File: src/rtl/led_blink_multi.sv
// led_blink_multi: multi-channel LED driver with a shared tick prescaler.
// Each channel is written to OFF / ON / BLINK / ONESHOT through a one-cycle
// write port. Optional brightness PWM is built when LED_BLINK_PWM_EN is
// defined; without it the duty input is ignored and no PWM state exists.
//
// Write handshake: i_wr_en is a single-cycle strobe with no back-pressure.
// A write is accepted when i_wr_ch < N_CH, and o_wr_ack pulses for the one
// cycle after the accepting edge. Writes to other channel numbers are dropped
// silently.
module led_blink_multi #(
  parameter int CLK_HZ  = 50_000_000,
  parameter int TICK_HZ = 1000,
  parameter int N_CH    = 4,
  parameter int PER_W   = 16,
  parameter int PWM_W   = 4,
  localparam int CH_W   = (N_CH > 1) ? $clog2(N_CH) : 1
) (
  input  logic             i_clk,
  input  logic             i_rst_n,
  input  logic             i_wr_en,
  input  logic [CH_W-1:0]  i_wr_ch,
  input  logic [1:0]       i_wr_mode,
  input  logic [PER_W-1:0] i_wr_half,
  input  logic [PWM_W-1:0] i_wr_duty,
  output logic             o_wr_ack,
  output logic             o_tick,
  output logic [N_CH-1:0]  o_led
);

  localparam int DIV   = CLK_HZ / TICK_HZ;
  localparam int PRE_W = (DIV > 1) ? $clog2(DIV) : 1;

  typedef enum logic [1:0] {
    MODE_OFF     = 2'b00,
    MODE_ON      = 2'b01,
    MODE_BLINK   = 2'b10,
    MODE_ONESHOT = 2'b11
  } mode_t;

  logic [PRE_W-1:0] r_pre_cnt;
  logic             r_tick;
  logic             r_ack;
  logic [N_CH-1:0]  r_led;

  // Per-channel state: r_mode is each channel's state register.
  mode_t            r_mode  [N_CH];
  logic [PER_W-1:0] r_half  [N_CH];
  logic [PER_W-1:0] r_cnt   [N_CH];
  logic             r_phase [N_CH];

  mode_t            w_mode_nxt  [N_CH];
  logic [PER_W-1:0] w_half_nxt  [N_CH];
  logic [PER_W-1:0] w_cnt_nxt   [N_CH];
  logic             w_phase_nxt [N_CH];
  logic [N_CH-1:0]  w_raw;
  logic [N_CH-1:0]  w_led_nxt;
  logic             w_wr_ok;

  assign w_wr_ok = i_wr_en && (int'(i_wr_ch) < N_CH);

`ifdef LED_BLINK_PWM_EN
  logic [PWM_W-1:0] r_duty     [N_CH];
  logic [PWM_W-1:0] w_duty_nxt [N_CH];
  logic [PWM_W-1:0] r_pwm_cnt;

  // Free-running PWM phase counter shared by all channels.
  always_ff @(posedge i_clk or negedge i_rst_n) begin
    if (!i_rst_n) r_pwm_cnt <= '0;
    else          r_pwm_cnt <= r_pwm_cnt + PWM_W'(1);
  end
`else
  logic w_unused_duty;
  assign w_unused_duty = ^i_wr_duty;
`endif

  // Prescaler: wrap at DIV-1 and register the tick for the following cycle.
  always_ff @(posedge i_clk or negedge i_rst_n) begin
    if (!i_rst_n) begin
      r_pre_cnt <= '0;
      r_tick    <= 1'b0;
    end else begin
      r_tick <= (r_pre_cnt == PRE_W'(DIV - 1));
      if (r_pre_cnt == PRE_W'(DIV - 1)) r_pre_cnt <= '0;
      else                              r_pre_cnt <= r_pre_cnt + PRE_W'(1);
    end
  end

  // Channel next-state: a write to a channel overrides that channel's tick.
  always_comb begin
    w_raw     = '0;
    w_led_nxt = '0;
    for (int n = 0; n < N_CH; n++) begin
      w_mode_nxt[n]  = r_mode[n];
      w_half_nxt[n]  = r_half[n];
      w_cnt_nxt[n]   = r_cnt[n];
      w_phase_nxt[n] = r_phase[n];
`ifdef LED_BLINK_PWM_EN
      w_duty_nxt[n]  = r_duty[n];
`endif
      if (w_wr_ok && (int'(i_wr_ch) == n)) begin
        w_mode_nxt[n]  = mode_t'(i_wr_mode);
        w_half_nxt[n]  = (i_wr_half == '0) ? PER_W'(1) : i_wr_half;
        w_cnt_nxt[n]   = '0;
        w_phase_nxt[n] = i_wr_mode[1];
`ifdef LED_BLINK_PWM_EN
        w_duty_nxt[n]  = i_wr_duty;
`endif
      end else if (r_tick) begin
        case (r_mode[n])
          MODE_BLINK: begin
            if (r_cnt[n] == r_half[n] - PER_W'(1)) begin
              w_cnt_nxt[n]   = '0;
              w_phase_nxt[n] = ~r_phase[n];
            end else begin
              w_cnt_nxt[n]   = r_cnt[n] + PER_W'(1);
            end
          end
          MODE_ONESHOT: begin
            if (r_cnt[n] == r_half[n] - PER_W'(1)) begin
              w_mode_nxt[n]  = MODE_OFF;
              w_phase_nxt[n] = 1'b0;
              w_cnt_nxt[n]   = '0;
            end else begin
              w_cnt_nxt[n]   = r_cnt[n] + PER_W'(1);
            end
          end
          default: ;
        endcase
      end

      case (r_mode[n])
        MODE_OFF: w_raw[n] = 1'b0;
        MODE_ON:  w_raw[n] = 1'b1;
        default:  w_raw[n] = r_phase[n];
      endcase

`ifdef LED_BLINK_PWM_EN
      w_led_nxt[n] = w_raw[n] & ((r_duty[n] == '1) || (r_pwm_cnt < r_duty[n]));
`else
      w_led_nxt[n] = w_raw[n];
`endif
    end
  end

  // Channel state registers, write ack and registered LED drive.
  always_ff @(posedge i_clk or negedge i_rst_n) begin
    if (!i_rst_n) begin
      r_ack <= 1'b0;
      r_led <= '0;
      for (int n = 0; n < N_CH; n++) begin
        r_mode[n]  <= MODE_OFF;
        r_half[n]  <= PER_W'(1);
        r_cnt[n]   <= '0;
        r_phase[n] <= 1'b0;
`ifdef LED_BLINK_PWM_EN
        r_duty[n]  <= '0;
`endif
      end
    end else begin
      r_ack <= w_wr_ok;
      r_led <= w_led_nxt;
      for (int n = 0; n < N_CH; n++) begin
        r_mode[n]  <= w_mode_nxt[n];
        r_half[n]  <= w_half_nxt[n];
        r_cnt[n]   <= w_cnt_nxt[n];
        r_phase[n] <= w_phase_nxt[n];
`ifdef LED_BLINK_PWM_EN
        r_duty[n]  <= w_duty_nxt[n];
`endif
      end
    end
  end

  assign o_wr_ack = r_ack;
  assign o_tick   = r_tick;
  assign o_led    = r_led;

endmodule

File: config.mk
export PLATFORM = sky130hd
export DESIGN_NAME = led_blink_multi
export DESIGN_NICKNAME = d
export VERILOG_FILES = /design/src/rtl/led_blink_multi.sv
export SDC_FILE = /design/constraint.sdc
export NUM_CORES = 1
export LEC_CHECK = 0
export ABC_AREA = 1
export CORE_ASPECT_RATIO = 2
export CORE_MARGIN = 5
export CORE_UTILIZATION = 67
export CTS_CLUSTER_DIAMETER = 120
export DETAILED_ROUTE_END_ITERATION = 6
export GPL_TIMING_DRIVEN = 0
export MAX_ROUTING_LAYER = met4
export PLACE_DENSITY = 0.86
export REMOVE_ABC_BUFFERS = 1
export SLEW_MARGIN = 20
export SYNTH_ARGS = -nofsm -noshare
export SYNTH_HDL_FRONTEND = slang
export SYNTH_SLANG_ARGS = --single-unit
export TNS_END_PERCENT = 100
File: constraint.sdc
create_clock -name i_clk -period 3.7 [get_ports i_clk]
set_clock_uncertainty 0.2 [all_clocks]
set_input_delay 0.555 -clock i_clk [delete_from_list [all_inputs] [get_ports i_clk]]
set_output_delay 0.555 -clock i_clk [all_outputs]
set_load 0.02 [all_outputs]
# Word level (Yosys, flattened, before mapping)
# Cells that the tools add are included.
[word_totals] elab_cells=165 in_bits=27 regBits=162
[classes] n_mux=58 n_addsub=9 reduce_logical=46 n_eq_ne=28 bitwise=4
[op_table] cell="16-bit two-way mux" n=18
[op_table] cell="16-bit by 1-bit adder with 16-bit output (second input constant)" n=5
[op_table] cell="16-bit equality test" n=4
[op_table] cell="16-bit by 1-bit subtractor with 16-bit output (second input constant)" n=4
[op_table] cell="2-bit two-way mux" n=16
[op_table] cell="2-bit nonzero test" n=16
[op_table] cell="3-bit != test (second input constant)" n=8
[op_table] cell="2-bit equality test (second input constant)" n=10
[op_table] cell="16-bit equality test (second input constant)" n=1
[op_table] cell="16-bit zero test" n=1
[op_table] cell="1-bit two-way mux" n=16
[op_table] cell="1-bit case mux with 2 select lines" n=8
[op_table] cell="4-bit AND reduction" n=4
[op_table] cell="3-bit AND reduction" n=4
[op_table] cell="3-bit nonzero test" n=4
[op_table] cell="2-bit by 1-bit equality test with 1-bit output (second input constant)" n=5
[op_table] cell="2-bit zero test" n=5
[op_table] cell="2-bit AND reduction" n=4
[op_table] cell="2-bit OR reduction" n=4
[op_table] cell="1-bit logical AND" n=4
[op_table] cell="1-bit inverter" n=4

# Depth between registers and ports, before layout
# Gate-level depths: netlist of the first run.
[depth] ltp_word=6 mapped_depth=17

# Worst setup path before layout of the first run
# Ideal clock, no wire load.
[synth_path] path_kind="register to register" start="register r_half[0] (netlist name)" end="register r_phase[0] (netlist name)" slack_ns=1.493 synth_period_minus_slack_ns=2.207 arrival_time_ns=1.891 path_stages_with_launch=13 cell_sequence="dfstp_2 > inv_1 > ha_1 > xnor2_1 > a21oi_1 > nand3_1 > nor3_4 > nand2_4 > nand2_4 > buf_12 > nand2_4 > nand2_2 > nand2_1"
[synth_between] elab_chain_cells=4 elab_cells_between_ends=5
[synth_rtl] item="start, declared" line_no="47" source="logic [PER_W-1:0] r_half [N_CH];"
[synth_rtl] item="start signal, assigned by index" line_no="164" source="r_half[n] <= w_half_nxt[n];"
[synth_rtl] item="16-bit by 1-bit subtractor with 16-bit output *" line_no="111, 119"
[synth_rtl] item="16-bit equality test *" line_no="111, 119"
[synth_rtl] item="3-bit != test (no line)"
[synth_rtl] item="4-bit AND reduction (no line) *"
[synth_rtl] item="end signal, assigned by index" line_no="166" source="r_phase[n] <= w_phase_nxt[n];"
[synth_rtl] item="end, declared" line_no="49" source="logic r_phase [N_CH];"
# Every way passes the cells marked *; elsewhere a longest branch is shown, timed or not.
# A chain may end at the register's enable or synchronous reset.

# Worst setup path after layout of the first run
[layout_path] start="input port i_wr_en" end="register r_cnt[38] (netlist name)"
[layout_between] elab_chain_cells=3 elab_cells_between_ends=5
[layout_rtl] item="start, declared" line_no="20" source="input logic i_wr_en,"
[layout_rtl] item="1-bit logical AND *" line_no="100" source="if (w_wr_ok && (int'(i_wr_ch) == n)) begin"
[layout_rtl] item="2-bit nonzero test (no line)"
[layout_rtl] item="2-bit AND reduction (no line)"
[layout_rtl] item="end signal, assigned by index" line_no="165" source="r_cnt[n] <= w_cnt_nxt[n];"
[layout_rtl] item="end, declared" line_no="48" source="logic [PER_W-1:0] r_cnt [N_CH];"
# Marked as above.

==> results of run 1 <==
-- layout by cell type, fill, tap and decap left out, types with 5 or more instances in the layout --
master / synthesis / routed
a21oi_1: 22 / 22
clkbuf_16: 0 / 17
clkdlybuf4s50_1: 0 / 27
dfrtp_1: 158 / 158
ha_1: 9 / 9
inv_1: 163 / 163
inv_2: 6 / 6
nand2_1: 446 / 446
nand2_2: 8 / 8
nand2_4: 5 / 5
nand3_1: 90 / 90
nand3b_1: 22 / 22
nand4_1: 38 / 38
nor2_1: 118 / 118
nor2_2: 13 / 13
nor3_1: 15 / 15
nor3_4: 3 / 5
nor4_1: 6 / 6
o21ai_0: 87 / 87
o21ai_1: 13 / 13
o22ai_1: 19 / 19
or2_2: 5 / 5
xnor2_1: 40 / 40
xor2_1: 60 / 60
-- worst reg2reg max path, stage by stage (launching register included) --
cell	delay [ns]
dfstp_2	0.53
inv_1	0.09
ha_1	0.26
nand2_1	0.20
nor2_2	0.08
nand2_1	0.10
nand2_1	0.06
nand2_1	0.06
nand2_1	0.05
nor2_1	0.10
nand3_1	0.16
inv_1	0.09
nand2_1	0.24
nand3_1	0.16
o21ai_0	0.10
-- cells by family after synthesis --
logic type               after synthesis  synth area share
XOR/XNOR                             100            0.0857
multiplexers                           4           0.00441
flip-flops                           162             0.397
AND/OR/NAND/NOR                      788             0.346
buffers and inverters                198            0.0769
AO/OA/AOI/OAI                        150            0.0790
adder cells (fa/ha/maj)                9            0.0110
-- synth_stat cells, drive strengths merged --
master / instances
nand2: 459
inv: 169
dfrtp: 158
nor2: 136
o21ai: 101
nand3: 92
xor2: 60
xnor2: 40
nand4: 38
nor3: 23
a21oi: 22
nand3b: 22
clkbuf: 21
o22ai: 19
ha: 9
buf: 8
nor4: 6
or2: 5
and2: 4
dfstp: 4
mux2: 4
o21bai: 4
nor3b: 3
a21o: 1
a31oi: 1
a41o: 1
o211ai: 1
-- metrics by stage --
stage	cell area (µm²)	util
floorplan	10100	-
global placement	10600	0.700
detailed placement	10600	0.703
CTS	11300	0.744
global route	11300	0.745
finish	11300	0.745
-- flip-flops by register name, summed over array words and instances (netlist names) --
signal,count
r_phase,4
r_half,64
o_led,4
r_cnt,64
r_pre_cnt,16
o_wr_ack,1
r_mode,8
o_tick,1
-- cell type report --
class	count	area (µm²)
well taps	198	248
clock buffers	17	425
fillers	1130	3860
multi-input cells	1051	5390
flip-flops and latches	162	4060
repair buffers	30	323
clock inverters	15	195
inverters	169	634
-- power by group through the flow --
stage | Combinational [mW] | Clock [mW] | Sequential (mW)
detailed placement | 1.17 | 0 | 2.27
floorplan | 0.875 | 0 | 2.22
global placement | 1.11 | 0 | 2.26
finish | 1.20 | 1.88 | 2.25
CTS | 1.19 | 1.88 | 2.24
global route | 1.37 | 1.96 | 2.28
-- path summary, 6_finish.rpt --
path	end	slack (ns)	cells after the start
setup / recovery	r_cnt[38]$_DFFE_PN0P_	0.36	9
setup reg to reg	r_cnt[47]$_DFFE_PN0P_	1.07	14
hold reg to reg	r_pre_cnt[0]$_DFF_PN0_	0.28	1
hold / removal	r_pre_cnt[0]$_DFF_PN0_	0.28	1
min in group asynchronous	r_cnt[26]$_DFFE_PN0P_	0.44	2
max in group asynchronous	r_half[32]$_DFFE_PN1P_	1.96	3
-- layer usage --
layer / routed length (µm) / global-route usage
met4: 1000 / 0.131
met5: 0 / -
met2: 13200 / 0.526
met3: 1450 / 0.0489
met1: 9840 / 0.351
==> flow_summary.json, run 1 <==
{
  "clkTransAtPathRegs_ns": 0.07,
  "layout_min_cycle_time_ns": 3.34,
  "yosysUniqueCellTypes": 43,
  "slew_viol_final": 0,
  "drtPass1Iterations": 7,
  "hold_viol_final": 0,
  "pre_cts_ws_ns": -0.202,
  "hold_start": "r_pre_cnt[0]$_DFF_PN0_",
  "start_util": 0.675,
  "synth_area_um2": 10200,
  "antenna_found_initial": 0,
  "io_pins": 33,
  "drt_iter0_markers": 676,
  "power_mw": 5.33,
  "first_global_vias": 9387,
  "p_sw_mw": 1.78,
  "grt_pass1_wl_um": 43400,
  "violations": "design-rule violations",
  "avgSynthCellArea_um2": 7.24,
  "cpPeakStageDelay_ns": 0.68,
  "finalSetupViolCount": 0,
  "maxCapViolations": 0,
  "finalCritPeriodShare": 0.904,
  "core-area_um2": 15100,
  "insertedDiodeCount": 0,
  "peakVddDrop_mv": 0.381,
  "finalNonFillerCells": 1642,
  "clock-sinks": 162,
  "rsz0062_at_grt": "no",
  "max_slew_margin": 0.321,
  "ys_warn_count": 0,
  "cellLeakagePower_nw": 5.42,
  "finalNetCount": 1467,
  "ys_seq_elements": 162,
  "remaining_drc_errors": 1,
  "drtAntennaViolNets": 0,
  "setup_slack_ns": 0.355,
  "timing.fmax_mhz": 299,
  "finalHoldWorstSlack_ns": 0.278,
  "hold_class": "register to register",
  "finalSetupTns_ns": 0,
  "portBuffers": 28,
  "yosys.area.top_type": "dfrtp_1",
  "crit_path_end_kind": "register",
  "clkPwrFrac": 0.352,
  "dieArea_um2": 18000,
  "gp_congestion": 0.905,
  "outcome": "complete, but fails checks",
  "grtUsageTotal": 0.304,
  "pwr_density_cell_nw_per_um2": 473,
  "dpl.cell_count": 1609,
  "wire_per_inst_um": 15.5,
  "regToRegStartpoint": "r_half[32]$_DFFE_PN1P_",
  "areaGrowthSynthToFinish_pct": 10.3,
  "cts_hold_buf": 1,
  "yosysSeqAreaShare": 0.397,
  "worstSetupStartpoint": "i_wr_en",
  "overflow": 0,
  "vias": 9531,
  "viasPerCell": 5.80,
  "die_height_um": 185,
  "cts_tree": "done",
  "syn-instance-count": 1411,
  "hpwl_um": 17700,
  "cts_root_buffer": "clkbuf_16",
  "cts_buffers": 17,
  "path_cells": "clkdlybuf4s50_1, inv_1, nor3_4, inv_2, nand2_1, inv_2, a21oi_1, nand4_1, nand2_1",
  "switching_share": 0.335,
  "htree_levels": 4,
  "drive_gt1_frac": 0.0658,
  "worst_pin_slew_ns": 1.01,
  "routed_wl_um": 25500,
  "slowest_stage": "nand2_1",
  "synth_area_leaders": "dfrtp_1 (39%), nand2_1 (16%), inv_1 (6.0%)",
  "worstSetupStartpointType": "input pin",
  "grt_max_degree": 101,
  "path_max_fanout": 33,
  "clockBufferDepth": 2,
  "rows": 64,
  "cts_setup_buffers": 0,
  "cp_num_buf_inv": 4,
  "power_frac_seq": 0.423,
  "cell_internal_pwr_mw": 3.54,
  "arrival_ns": 3.52,
  "power_frac_comb": 0.225,
  "synth_top_area_frac": 0.387,
  "cp_top_family": "simple AND/OR/NAND/NOR gates",
  "ctsResizeCount": 0,
  "worstPathRequired_ns": 3.88,
  "die_w_um": 97.3,
  "worstSkewPairLatency_ns": 0.44,
  "critPathKind": "input pin to register"
}
Note: power is estimated with default switching activity, not from simulation.
==> run 2, diff against run 1 <==
- PLACE_DENSITY: 0.86 -> 0.87
==> run 2 against run 1 <==
Against the previous run:
- the run now ends clean
- routed wire length about the same
- critical path depth did not move
- cell count stayed put
- die area unchanged
- power down 2.2%
- non-clock buffer count stayed put
- maximum frequency decreased by 1.7%
- cell area is 0.32% lower
- setup slack lost 0.056 ns
- critical endpoint unchanged
- largest cell class unchanged
==> flow_summary.json, run 2 (same netlist as run 1, synthesis figures left out) <==
{
  "drtPass1Iterations": 5,
  "switching_share": 0.342,
  "reg2reg_setup_slack_ns": 1.13,
  "io_pins": 33,
  "dpl-instance-area_um2": 10600,
  "cellLeakagePower_nw": 5.41,
  "ctsResizeCount": 0,
  "clockBufferDepth": 2,
  "power_frac_seq": 0.432,
  "drt_iter0_markers": 667,
  "cts_tree": "done",
  "p_sw_mw": 1.78,
  "overflow": 0,
  "utilization": 0.742,
  "finalNetCount": 1467,
  "layout_commonest_cell": "nand2_1",
  "drtAntennaViolNets": 0,
  "htree_levels": 4,
  "vias": 9439,
  "hold_viol_final": 0,
  "path_cells": "clkdlybuf4s50_1, inv_1, nor3_4, inv_2, nand2_1, inv_2, a21oi_1, nand4_1, nand2_1",
  "slew_viol_final": 0,
  "largestRegisters": "r_cnt x64, r_half x64, r_pre_cnt x16",
  "cpPeakStageDelay_ns": 0.69,
  "timing.rr.end": "r_cnt[47]$_DFFE_PN0P_",
  "worstSetupStartpointType": "input pin",
  "grt_pass1_wl_um": 43100,
  "min_to": "r_pre_cnt[0]$_DFF_PN0_",
  "hold_class": "register to register",
  "hpwl_um": 18100,
  "hold_start": "r_pre_cnt[0]$_DFF_PN0_",
  "gp_congestion": 0.919,
  "start_util": 0.675,
  "worstPathRequired_ns": 3.87,
  "cts_hold_buf": 1,
  "critPathKind": "input pin to register",
  "insertedDiodeCount": 0,
  "dieArea_um2": 18000,
  "setup_slack_ns": 0.299,
  "worstSkewPairLatency_ns": 0.44,
  "clock-sinks": 162,
  "clkTransAtPathRegs_ns": 0.07,
  "power_frac_comb": 0.228,
  "antenna_found_initial": 0,
  "slowest_stage": "nand2_1",
  "portBuffers": 28,
  "die_w_um": 97.3,
  "wire_per_inst_um": 15.5,
  "grt_max_degree": 86,
  "fin_area_um2": 11200,
  "finalSetupViolCount": 0,
  "clkPwrFrac": 0.339,
  "core-area_um2": 15100,
  "cts_root_buffer": "clkbuf_16",
  "maxCapViolations": 0,
  "cts_setup_buffers": 0,
  "first_global_vias": 9330,
  "drive_gt1_frac": 0.0658,
  "worst_pin_slew_ns": 1.10,
  "finalSetupTns_ns": 0,
  "regToRegStartpoint": "r_half[32]$_DFFE_PN1P_",
  "areaGrowthSynthToFinish_pct": 9.94,
  "timing.fmax_mhz": 294,
  "pwr_density_cell_nw_per_um2": 464,
  "peakVddDrop_mv": 0.365,
  "grtUsageTotal": 0.302,
  "path_max_fanout": 33,
  "cell_internal_pwr_mw": 3.43,
  "n_fill_cell": 1133,
  "outcome": "finished, final reports clean",
  "crit_path_end_kind": "register",
  "pre_cts_ws_ns": -0.350,
  "remaining_drc_errors": 0,
  "rows": 64,
  "max_slew_margin": 0.260,
  "viasPerCell": 5.75,
  "routed_wl_um": 25500,
  "arrival_ns": 3.57,
  "reg2regPathDepth": 14,
  "finalCritPeriodShare": 0.919,
  "rsz0062_at_grt": "no",
  "die_height_um": 185,
  "cts_buffers": 17,
  "layout_min_cycle_time_ns": 3.40,
  "finalHoldWorstSlack_ns": 0.272,
  "hold_depth": 1,
  "mostFrequentLayoutCells": "nand2_1 (446), inv_1 (163), dfrtp_1 (158)"
}
-- run 2: cell count changes in the layout (fill, tap and decap cells not counted), sizes merged --
cell,delta
bufinv,-2
clkbuf,+1
clkinv,+2
clkinvlp,-2
inv,+1
-- run 2: worst max path at each step --
stage	end	startpoint	cells after the start
detailed placement	r_cnt[6]$_DFFE_PN0P_	i_wr_ch[0]	9
finish	r_cnt[38]$_DFFE_PN0P_	i_wr_en	9
global route	r_cnt[38]$_DFFE_PN0P_	i_wr_en	9
global placement	r_cnt[52]$_DFFE_PN0P_	i_rst_n	1
floorplan	r_cnt[6]$_DFFE_PN0P_	i_wr_en	8
CTS	r_cnt[6]$_DFFE_PN0P_	i_wr_ch[0]	9
-- run 2: area by class of cell --
class | instances | area (µm²) | share of cell area
well taps | 198 | 248 | 0.0221
clock buffers | 18 | 439 | 0.0391
repair buffers | 30 | 323 | 0.0287
clock inverters | 14 | 145 | 0.0129
inverters | 169 | 634 | 0.0565
multi-input cells | 1051 | 5390 | 0.479
flip-flops and latches | 162 | 4060 | 0.361
-- run 2: power groups by stage --
stage                     clock, mW  sequential [mW]  combinational (mW)
after detailed placement          0             2.27                1.17
after global routing           1.86             2.28                1.36
after global placement            0             2.26                1.11
after CTS                      1.78             2.25                1.19
after floorplan                   0             2.22               0.875
final                          1.77             2.25                1.19
-- run 2: through the flow --
step	std cells	power, mW
floorplan	1382	3.09
global placement	1608	3.38
detailed placement	1609	3.45
CTS	1642	5.21
global route	1642	5.50
finish	1642	5.21
-- run 2: per-layer routing --
layer / share of wire / global-route usage / routed length [µm]
met1: 0.40 / 0.351 / 10100
met2: 0.52 / 0.518 / 13200
met3: 0.053 / 0.0443 / 1340
met4: 0.034 / 0.138 / 859
met5: 0 / - / 0
-- run 2: worst max-delay path: cells and delay by family --
| kind | cells | cell delay [ns] |
|---|---|---|
| AOI/OAI and AO/OA | 1 | 0.18 |
| and+or+nand+nor | 4 | 1.48 |
| buffers and inverters | 4 | 1.34 |
==> run 3, diff against run 2 <==
- CTS_BUF_LIST: not set -> sky130_fd_sc_hd__clkbuf_16
==> run 3 against run 2 <==
Against the previous run:
- non-clock buffer count is the same
- hold slack is essentially flat
- cell count is the same
- combinational power is essentially flat
- largest cell class unchanged
- power shrank 0.52%
- sequential share of layout area is essentially flat
- global-route usage is essentially flat
- die area is the same
==> flow_summary.json, run 3 (same netlist as run 1, synthesis figures left out) <==
{
  "clkTransAtPathRegs_ns": 0.07,
  "cellLeakagePower_nw": 5.40,
  "dpl.cell_count": 1609,
  "regToRegStartpoint": "r_half[32]$_DFFE_PN1P_",
  "setup_slack_ns": 0.318,
  "slowest_stage": "nand2_1",
  "ctsResizeCount": 0,
  "max_slew_margin": 0.271,
  "cp_top_family": "simple AND/OR/NAND/NOR gates",
  "pwr_density_cell_nw_per_um2": 462,
  "die_w_um": 97.3,
  "drive_gt1_frac": 0.0651,
  "timing.fmax_mhz": 296,
  "pre_cts_ws_ns": -0.350,
  "cts_hold_buf": 1,
  "cts_tree": "done",
  "first_global_vias": 9328,
  "remaining_drc_errors": 0,
  "htree_levels": 4,
  "largestRegisters": "r_cnt x64, r_half x64, r_pre_cnt x16",
  "clockBufferDepth": 2,
  "finalSetupViolCount": 0,
  "critPathKind": "input pin to register",
  "drtAntennaViolNets": 0,
  "cell_internal_pwr_mw": 3.41,
  "worst_pin_slew_ns": 1.09,
  "rsz0062_at_grt": "no",
  "worstSetupStartpointType": "input pin",
  "worstPathRequired_ns": 3.87,
  "grtUsageTotal": 0.302,
  "worstSkewPairLatency_ns": 0.44,
  "reg2regPathDepth": 14,
  "clock-sinks": 162,
  "insertedDiodeCount": 0,
  "areaGrowthSynthToFinish_pct": 9.84,
  "hold_start": "r_pre_cnt[0]$_DFF_PN0_",
  "die_height_um": 185,
  "routed_wl_um": 25400,
  "rows": 64,
  "vias": 9514,
  "path_max_fanout": 33,
  "hold_class": "register to register",
  "clkPwrFrac": 0.336,
  "drt_iter0_markers": 606,
  "gp_congestion": 0.919,
  "grt_pass1_wl_um": 43100,
  "cpPeakStageDelay_ns": 0.68,
  "reg2reg_setup_slack_ns": 1.14,
  "switching_share": 0.342,
  "start_util": 0.675,
  "slew_viol_final": 0,
  "timing.rr.end": "r_cnt[47]$_DFFE_PN0P_",
  "layout_min_cycle_time_ns": 3.38,
  "fin_area_um2": 11200,
  "outcome": "finished, final reports clean",
  "layout_commonest_cell": "nand2_1",
  "mostFrequentLayoutCells": "nand2_1 (446), inv_1 (163), dfrtp_1 (158)",
  "portBuffers": 28,
  "n_fill_cell": 1134,
  "dpl-instance-area_um2": 10600,
  "peakVddDrop_mv": 0.364,
  "overflow": 0,
  "grt_max_degree": 86,
  "finalSetupTns_ns": 0,
  "p_sw_mw": 1.77,
  "core-area_um2": 15100,
  "wire_per_inst_um": 15.5,
  "viasPerCell": 5.79,
  "antenna_found_initial": 0,
  "finalCritPeriodShare": 0.914,
  "cp_num_buf_inv": 4,
  "dieArea_um2": 18000,
  "cts_setup_buffers": 0,
  "cts_root_buffer": "clkbuf_16",
  "power_frac_seq": 0.434,
  "hold_depth": 1,
  "power_frac_comb": 0.229,
  "path_cells": "clkdlybuf4s50_1, inv_1, nor3_4, inv_2, nand2_1, inv_2, a21oi_1, nand4_1, nand2_1",
  "min_to": "r_pre_cnt[0]$_DFF_PN0_",
  "maxCapViolations": 0,
  "cts_buffers": 17,
  "drtPass1Iterations": 5,
  "finalNonFillerCells": 1642,
  "hold_viol_final": 0,
  "finalNetCount": 1467,
  "io_pins": 33,
  "arrival_ns": 3.55,
  "worstSetupStartpoint": "i_wr_en",
  "crit_path_end_kind": "register",
  "hpwl_um": 18100
}
[run 3: how the worst max path moves through the flow]
stage / to / depth (start not counted) / slack [ns]
final: r_cnt[38]$_DFFE_PN0P_ / 9 / 0.32
after detailed placement: r_cnt[6]$_DFFE_PN0P_ / 9 / -0.35
after global routing: r_cnt[38]$_DFFE_PN0P_ / 9 / 0.11
after floorplan: r_cnt[6]$_DFFE_PN0P_ / 8 / 1.06
after global placement: r_cnt[52]$_DFFE_PN0P_ / 1 / -4.71
after CTS: r_cnt[6]$_DFFE_PN0P_ / 9 / 0.10
[run 3: area by class of cell]
| class | instances | area [µm²] | area share |
|---|---|---|---|
| clock inverter | 15 | 149 | 0.0133 |
| clock buffer | 17 | 425 | 0.0379 |
| multi-input combinational | 1051 | 5390 | 0.480 |
| timing repair buffer | 30 | 323 | 0.0288 |
| tap | 198 | 248 | 0.0221 |
| inverter | 169 | 634 | 0.0565 |
| sequential | 162 | 4060 | 0.362 |
[run 3: worst reg2reg max path, delay by kind of cell (launching register included)]
family                     cells  cell delay [ns]
adders and majority gates      1             0.25
AOI/OAI and AO/OA              1             0.11
DFF                            1             0.53
buffers and inverters          2             0.19
and+or+nand+nor               10             1.15
[run 3: stage by stage]
step	utilization	hold WS (ns)	power, mW
floorplan	-	0.0594	3.09
global placement	0.700	0.245	3.38
detailed placement	0.703	0.259	3.45
CTS	0.741	0.269	5.19
global route	0.742	0.287	5.48
finish	0.742	0.272	5.18
[run 3: power groups by stage]
stage / clock network, mW / logic, mW / registers (mW)
2_1_floorplan: 0 / 0.875 / 2.22
3_3_place_gp: 0 / 1.11 / 2.26
3_5_place_dp: 0 / 1.17 / 2.27
4_1_cts: 1.75 / 1.19 / 2.25
5_1_grt: 1.84 / 1.36 / 2.28
6_report: 1.74 / 1.19 / 2.25
[run 3: metal layers]
metal  track usage  vias up  wire (µm)
met5             -        -          0
met4         0.137        0        841
met3        0.0451       74       1350
met2         0.517      348      13200
met1         0.351     4544      10000
li1              -     4548          -
